`config.mk`:
```
export PLATFORM = sky130hd
export DESIGN_NAME = vga_timing_gen
export DESIGN_NICKNAME = d
export VERILOG_FILES = /design/src/rtl/vga_timing_gen.sv
export SDC_FILE = /design/constraint.sdc
export NUM_CORES = 1
export LEC_CHECK = 0
export ABC_CLOCK_PERIOD_IN_PS = 5100
export CORE_MARGIN = 2
export CORE_UTILIZATION = 52
export DETAILED_ROUTE_END_ITERATION = 10
export PLACE_DENSITY = 0.94
export SYNTH_ARGS = -nofsm -noshare
export SYNTH_HDL_FRONTEND = slang
export SYNTH_SLANG_ARGS = --single-unit
```
`constraint.sdc`:
```
create_clock -name px_clk -period 5.1 [get_ports px_clk]
set_input_delay 0.51 -clock px_clk [delete_from_list [all_inputs] [get_ports px_clk]]
set_output_delay 0.51 -clock px_clk [all_outputs]
set_load 0.03 [all_outputs]
```
`src/rtl/vga_timing_gen.sv`:
```
// Parametrised VGA timing generator. Coordinates go out to the pixel source and
// the sync/blank decode is delayed so every output lines up with the returned pixel.
module vga_timing_gen #(
    parameter int H_DATA  = 640,
    parameter int H_FP    = 16,
    parameter int H_PW    = 96,
    parameter int H_BP    = 48,
    parameter int V_DATA  = 480,
    parameter int V_FP    = 10,
    parameter int V_PW    = 2,
    parameter int V_BP    = 33,
    parameter bit HS_POL  = 1'b0,
    parameter bit VS_POL  = 1'b0,
    parameter int PX_LAT  = 2,
    parameter int COLOR_W = 4
) (
    input  logic                   px_clk,
    input  logic                   rst,
    input  logic                   en,
    input  logic [3*COLOR_W-1:0]   px_data,
    output logic [10:0]            px_h,
    output logic [10:0]            px_v,
    output logic                   px_req,
    output logic [COLOR_W-1:0]     RED,
    output logic [COLOR_W-1:0]     GRN,
    output logic [COLOR_W-1:0]     BLU,
    output logic                   HSYNC,
    output logic                   VSYNC,
    output logic                   de,
    output logic                   line_start,
    output logic                   frame_start
);

    localparam int H_TOTAL = H_DATA + H_FP + H_PW + H_BP;
    localparam int V_TOTAL = V_DATA + V_FP + V_PW + V_BP;
    localparam logic [10:0] H_LAST = 11'(H_TOTAL - 1);
    localparam logic [10:0] V_LAST = 11'(V_TOTAL - 1);
    // 12-bit bounds so a sync pulse ending exactly at 2048 does not wrap to 0
    localparam logic [11:0] H_ACT  = 12'(H_DATA);
    localparam logic [11:0] HS_BEG = 12'(H_DATA + H_FP);
    localparam logic [11:0] HS_END = 12'(H_DATA + H_FP + H_PW);
    localparam logic [11:0] V_ACT  = 12'(V_DATA);
    localparam logic [11:0] VS_BEG = 12'(V_DATA + V_FP);
    localparam logic [11:0] VS_END = 12'(V_DATA + V_FP + V_PW);
    localparam logic HS_IDLE = ~HS_POL;
    localparam logic VS_IDLE = ~VS_POL;

    typedef struct packed {
        logic act;
        logic hs_act;
        logic vs_act;
        logic org_h;
        logic org_f;
    } dec_t;

    logic [10:0]          r_h;
    logic [10:0]          r_v;
    logic [11:0]          w_h12;
    logic [11:0]          w_v12;
    dec_t                 w_dec;
    dec_t                 w_tail;
    logic [3*COLOR_W-1:0] r_rgb;
    logic                 r_de;
    logic                 r_hs;
    logic                 r_vs;
    logic                 r_ls;
    logic                 r_fs;

    // Raster counters: h wraps each line, v steps on h wrap and wraps each frame
    always_ff @(posedge px_clk or posedge rst) begin
        if (rst) begin
            r_h <= 11'd0;
            r_v <= 11'd0;
        end else if (en) begin
            if (r_h == H_LAST) begin
                r_h <= 11'd0;
                if (r_v == V_LAST) begin
                    r_v <= 11'd0;
                end else begin
                    r_v <= r_v + 11'd1;
                end
            end else begin
                r_h <= r_h + 11'd1;
            end
        end
    end

    assign w_h12 = {1'b0, r_h};
    assign w_v12 = {1'b0, r_v};

    // Per-coordinate decode of active area, sync windows and origin markers
    always_comb begin
        w_dec        = '0;
        w_dec.act    = (w_h12 < H_ACT) && (w_v12 < V_ACT);
        w_dec.hs_act = (w_h12 >= HS_BEG) && (w_h12 < HS_END);
        w_dec.vs_act = (w_v12 >= VS_BEG) && (w_v12 < VS_END);
        w_dec.org_h  = (r_h == 11'd0);
        w_dec.org_f  = (r_h == 11'd0) && (r_v == 11'd0);
    end

    assign px_h   = r_h;
    assign px_v   = r_v;
    assign px_req = en & w_dec.act;

    generate
        if (PX_LAT == 0) begin : g_nopipe
            assign w_tail = w_dec;
        end else begin : g_pipe
            dec_t r_pipe [PX_LAT];

            // Delay line matching the pixel source read latency; resets to blank
            always_ff @(posedge px_clk or posedge rst) begin
                if (rst) begin
                    for (int i = 0; i < PX_LAT; i++) begin
                        r_pipe[i] <= '0;
                    end
                end else if (en) begin
                    r_pipe[0] <= w_dec;
                    for (int i = 1; i < PX_LAT; i++) begin
                        r_pipe[i] <= r_pipe[i-1];
                    end
                end
            end

            assign w_tail = r_pipe[PX_LAT-1];
        end
    endgenerate

    // Output register: strobes are re-evaluated every cycle so they never stretch
    always_ff @(posedge px_clk or posedge rst) begin
        if (rst) begin
            r_rgb <= '0;
            r_de  <= 1'b0;
            r_hs  <= HS_IDLE;
            r_vs  <= VS_IDLE;
            r_ls  <= 1'b0;
            r_fs  <= 1'b0;
        end else begin
            r_ls <= en & w_tail.org_h;
            r_fs <= en & w_tail.org_f;
            if (en) begin
                r_de  <= w_tail.act;
                r_rgb <= w_tail.act ? px_data : '0;
                r_hs  <= w_tail.hs_act ? HS_POL : HS_IDLE;
                r_vs  <= w_tail.vs_act ? VS_POL : VS_IDLE;
            end
        end
    end

    assign {RED, GRN, BLU} = r_rgb;
    assign HSYNC           = r_hs;
    assign VSYNC           = r_vs;
    assign de              = r_de;
    assign line_start      = r_ls;
    assign frame_start     = r_fs;

endmodule

```
Word-level counts from Yosys, hierarchy flattened
Index checks and enable logic that the tools add are counted.
W data, S select, Z words.
{"block": "op_classes", "addsub": 2, "order_cmp": 6, "eq_ne": 2, "muxes": 5, "bitwise_logic": 3, "reduce_logical": 7}
{"operator": "$add A11 B1 Y11 const B", "n": 2}
{"operator": "$eq A11 B10 Y1 const B", "n": 2}
{"operator": "$logic_not A11 Y1", "n": 2}
{"operator": "$lt A11 B10 Y1 const B", "n": 2}
{"operator": "$lt A11 B9 Y1 const B", "n": 2}
{"operator": "$mux W11", "n": 2}
{"operator": "$mux W12", "n": 1}
{"operator": "$ge A11 B10 Y1 const B", "n": 1}
{"operator": "$ge A11 B9 Y1 const B", "n": 1}
{"operator": "$logic_and A1 B1 Y1", "n": 4}
{"operator": "$and A1 B1 Y1", "n": 3}
{"operator": "$mux W1", "n": 2}
{"operator": "$reduce_and A2 Y1", "n": 1}
{"block": "totals", "reg_bits": 49, "inputBits": 15, "output_inout_bits": 40}

Logic depth before layout (Yosys ltp)
{"block": "depth", "ltp_word": 3, "mapped_depth": 7}

Worst setup path after synthesis
Ideal clock, no wire load.
{"block": "synth_timing", "path_kind": "reg2reg", "start": "register r_h[5], in the netlist px_h[5]", "end": "register r_v[7], in the netlist px_v[7]", "setup_ns": 0.067, "arrival_time_ns": 2.280, "setup_slack_ns": 2.753, "path_stages_with_launch": 6, "path_buffers": 1, "period_less_slack_ns": 2.347, "cell_sequence": "dfrtp_1 or4b_4 or4_4 buf_6 or4_1 nand2_1"}
{"block": "synth_between", "elab_chain_cells": 2}
{"item": "start: declaration", "line": "56", "text": "logic [10:0] r_h;"}
{"item": "start signal: assignment", "line": "83", "text": "r_h <= r_h + 11'd1;"}
{"item": "$eq A11 B10 Y1", "line": "75", "text": "if (r_h == H_LAST) begin"}
{"item": "$reduce_and A2 Y1 (no line)"}
{"item": "end signal: assignment", "line": "80", "text": "r_v <= r_v + 11'd1;"}
{"item": "end: declaration", "line": "57", "text": "logic [10:0] r_v;"}
No other way between the ends.
A chain may end at the register's enable or synchronous reset.

Worst setup path in the final report
{"block": "layout_timing", "start": "input en", "end": "output px_req"}
{"block": "layout_between", "elab_chain_cells": 1}
{"item": "start: declaration", "line": "19", "text": "input logic en,"}
{"item": "$and A1 B1 Y1", "line": "103", "text": "assign px_req = en & w_dec.act;"}
{"item": "end: declaration", "line": "23", "text": "output logic px_req,"}
No other way between the ends.

==> run metrics <==
pin count of the biggest net entering global routing=50; sequential share of power=0.474; r2r worst-path depth=4; htree depth=2; starting density of the core=0.5469; grt met3 use=0.05848; post-route core utilization=0.7189; most frequent cells in the layout=clkdlybuf4s50_1 (54), dfrtp_1 (47), nand2_1 (16); Worst Tran Pin Value=0.9727 ns; CP Capture Type=output pin; I/O Pins=55; Initial DRC Count=approximately 130; max cap viols=0; max-slew violation count=0; Syn Inst Count=~200; Worst setup endpoint=px_req; Synth warnings=0; Synth top area share=0.5338; fin crit share=0.6322; Critical Path Source Type=input port; synthesized area=2203 um^2; Final ANT Viol Nets=0; Cell Pwr Density=347.6 nW/um^2; Reg clk slew, reported paths=0.09 ns; Tightest Hold Check Type=reg -> reg; share of cells above drive strength 1=0.09020; CTS Sinks=49; relative slew slack=0.3506; internal power=approximately 0.7 mW; clk buf depth=2; FF+latch count, synth=49; met2 usage=0.3611; first drt pass iteration count=4; most common cell after layout, fill and taps aside=clkdlybuf4s50_1; die height=69.10 um; setup bufs post-CTS=0; initial antenna violation count=0; combinational fraction of design power=0.241; gr ovfl total=0; CTS tree=built; HPWL Detailed=approximately 3500 um; sw frac=0.3102; Clock Latency Late Sink=0.30 ns; Worst R2R Start=px_h[7]$_DFFE_PP0P_; FF-to-FF End=px_v[4]$_DFFE_PP0P_; diodes inserted=0; via count=1,807; core box area=4029 um^2; TNS Setup=0 ns; min Tclk post-route=3.224 ns; r2r setup slk=2.80 ns; Clock power frac=0.285; CP Max Fanout=21; fmax=310.1 MHz; drc violations=0; LEAKAGE=1.273 nW; Seq/Total Area, Yosys=0.5576; # hold bufs at CTS=0; row count=23; Die X=69.10 um; Area growth, synth to finish=31.46%; Area contributors post-synth=dfrtp_1 (53%), a22o_1 (5.6%), mux2_2 (3.1%); I/O Buffers=54; final hold vios=0; Final nets=273; critical path class=in -> out; Sw Pwr=0.3123 mW; Syn Area/Cell=10.96 um^2; die area=4774 um^2; largest area contributor in the netlist=dfrtp_1; wire per inst=16.78 um; clk_skew=0.003936 ns; maximum vdd drop=0.1836 mV; Final setup viols=0; critical path arrival=2.71 ns; post-synth cell types=39; CP required=4.59 ns; number of global-route vias before repair=1,798; GRT busiest layer=met2; RSZ-0062 raised after global routing=false; GPL Wtd Cong=around 0.86; launch point of the worst path=en; Synth Net Count=220; total CTS buffers=5; grt met1 use=0.3206; run status=finished, final reports clean; first-pass GRT wire length=8949 um; PostCTS Resize Cnt=0; GR Util All Layers=0.2343; Post-Route WL=5117 um; Clock Tree Root=clkbuf_8; via density per instance=5.925
layout make-up:
type | count | area, um^2
clock inverters | 2 | 37.54
multi-input cells | 132 | 892.1
well taps | 50 | 62.56
clock buffers | 6 | 82.58
flip-flops and latches | 49 | 1229
fillers | 268 | 1132
repair buffers | 56 | 555.5
inverters | 10 | 37.54
power by group through the flow:
stage / clock (mW) / combinational, mW / sequential, mW
after floorplan: 0 / 0.0914 / 0.529
after global placement: 0 / 0.234 / 0.479
after detailed placement: 0 / 0.239 / 0.481
after CTS: 0.289 / 0.243 / 0.475
after global routing: 0.308 / 0.259 / 0.483
final: 0.287 / 0.242 / 0.477
critical path, cell delays in order:
cell             delay [ns]
clkdlybuf4s50_1        0.48
buf_4                  0.23
inv_1                  0.31
nor2_1                 0.26
and4_1                 0.25
clkdlybuf4s50_1        0.68
cells in the mapped netlist, drive strengths merged:
master / instances
a21o: 4
nor3: 3
o211ai: 1
mux2: 6
nand2: 16
or4b: 1
and3: 3
o21ai: 13
or3: 1
dfrtp: 47
or4: 3
nor2b: 1
o31ai: 1
o41ai: 1
inv: 10
xnor2: 5
and4: 3
nor2: 11
buf: 1
a22o: 15
nor4b: 1
nand3: 7
nor3b: 2
nand4: 8
clkbuf: 9
nor4: 6
nand4b: 1
a21oi: 3
and2: 4
dfstp: 2
xor2: 4
and4b: 1
o32ai: 1
o2bb2ai: 1
ha: 4
o22ai: 1
per-stage QoR:
stage | hold WS (ns) | instance area, um^2 | instances | setup slack [ns] | power, mW
2_1_floorplan | 0.3870 | 2203 | 201 | 2.753 | 0.6200
3_3_place_gp | 0.4017 | 2776 | 297 | 1.952 | 0.7128
3_5_place_dp | 0.4068 | 2776 | 297 | 1.882 | 0.7208
4_1_cts | 0.4285 | 2897 | 305 | 1.858 | 1.007
5_1_grt | 0.4633 | 2897 | 305 | 1.691 | 1.050
6_report | 0.4273 | 2897 | 305 | 1.876 | 1.007
registers in the layout, indices dropped and copies added (netlist names):
signal and cells:
HSYNC 1, VSYNC 1, de 1, frame_start 1
g_pipe.r_pipe 10, line_start 1, px_h 11, px_v 11
r_rgb 12
per-layer routing:
layer | part of all wire | vias to the layer above | wire (um)
li1 | - | 842 | -
met1 | 0.44 | 883 | 2262
met2 | 0.49 | 74 | 2495
met3 | 0.054 | 8 | 278
met4 | 0.016 | 0 | 80
met5 | 0 | - | 0
worst min-delay path by stage:
| stage | startpoint | to | slack [ns] | depth (start not counted) |
|---|---|---|---|---|
| after floorplan | g_pipe.r_pipe[3]$_DFFE_PP0P_ | HSYNC$_DFFE_PP1P_ | 0.39 | 1 |
| after global placement | g_pipe.r_pipe[3]$_DFFE_PP0P_ | HSYNC$_DFFE_PP1P_ | 0.40 | 1 |
| final | g_pipe.r_pipe[3]$_DFFE_PP0P_ | HSYNC$_DFFE_PP1P_ | 0.43 | 1 |
| after CTS | g_pipe.r_pipe[3]$_DFFE_PP0P_ | HSYNC$_DFFE_PP1P_ | 0.43 | 1 |
| after detailed placement | g_pipe.r_pipe[3]$_DFFE_PP0P_ | HSYNC$_DFFE_PP1P_ | 0.41 | 1 |
| after global routing | g_pipe.r_pipe[3]$_DFFE_PP0P_ | HSYNC$_DFFE_PP1P_ | 0.46 | 1 |
cell families after synthesis:
| kind of cell | after synthesis | synth area share |
|---|---|---|
| AO/OA/AOI/OAI | 41 | 0.1317 |
| AND/OR/NAND/NOR | 72 | 0.1840 |
| adder cells (fa/ha/maj) | 4 | 0.02272 |
| XOR/XNOR | 9 | 0.03577 |
| buffers and inverters | 20 | 0.03748 |
| multiplexers | 6 | 0.03066 |
| flip-flops | 49 | 0.5576 |
Note: power is estimated with default switching activity, not from simulation.
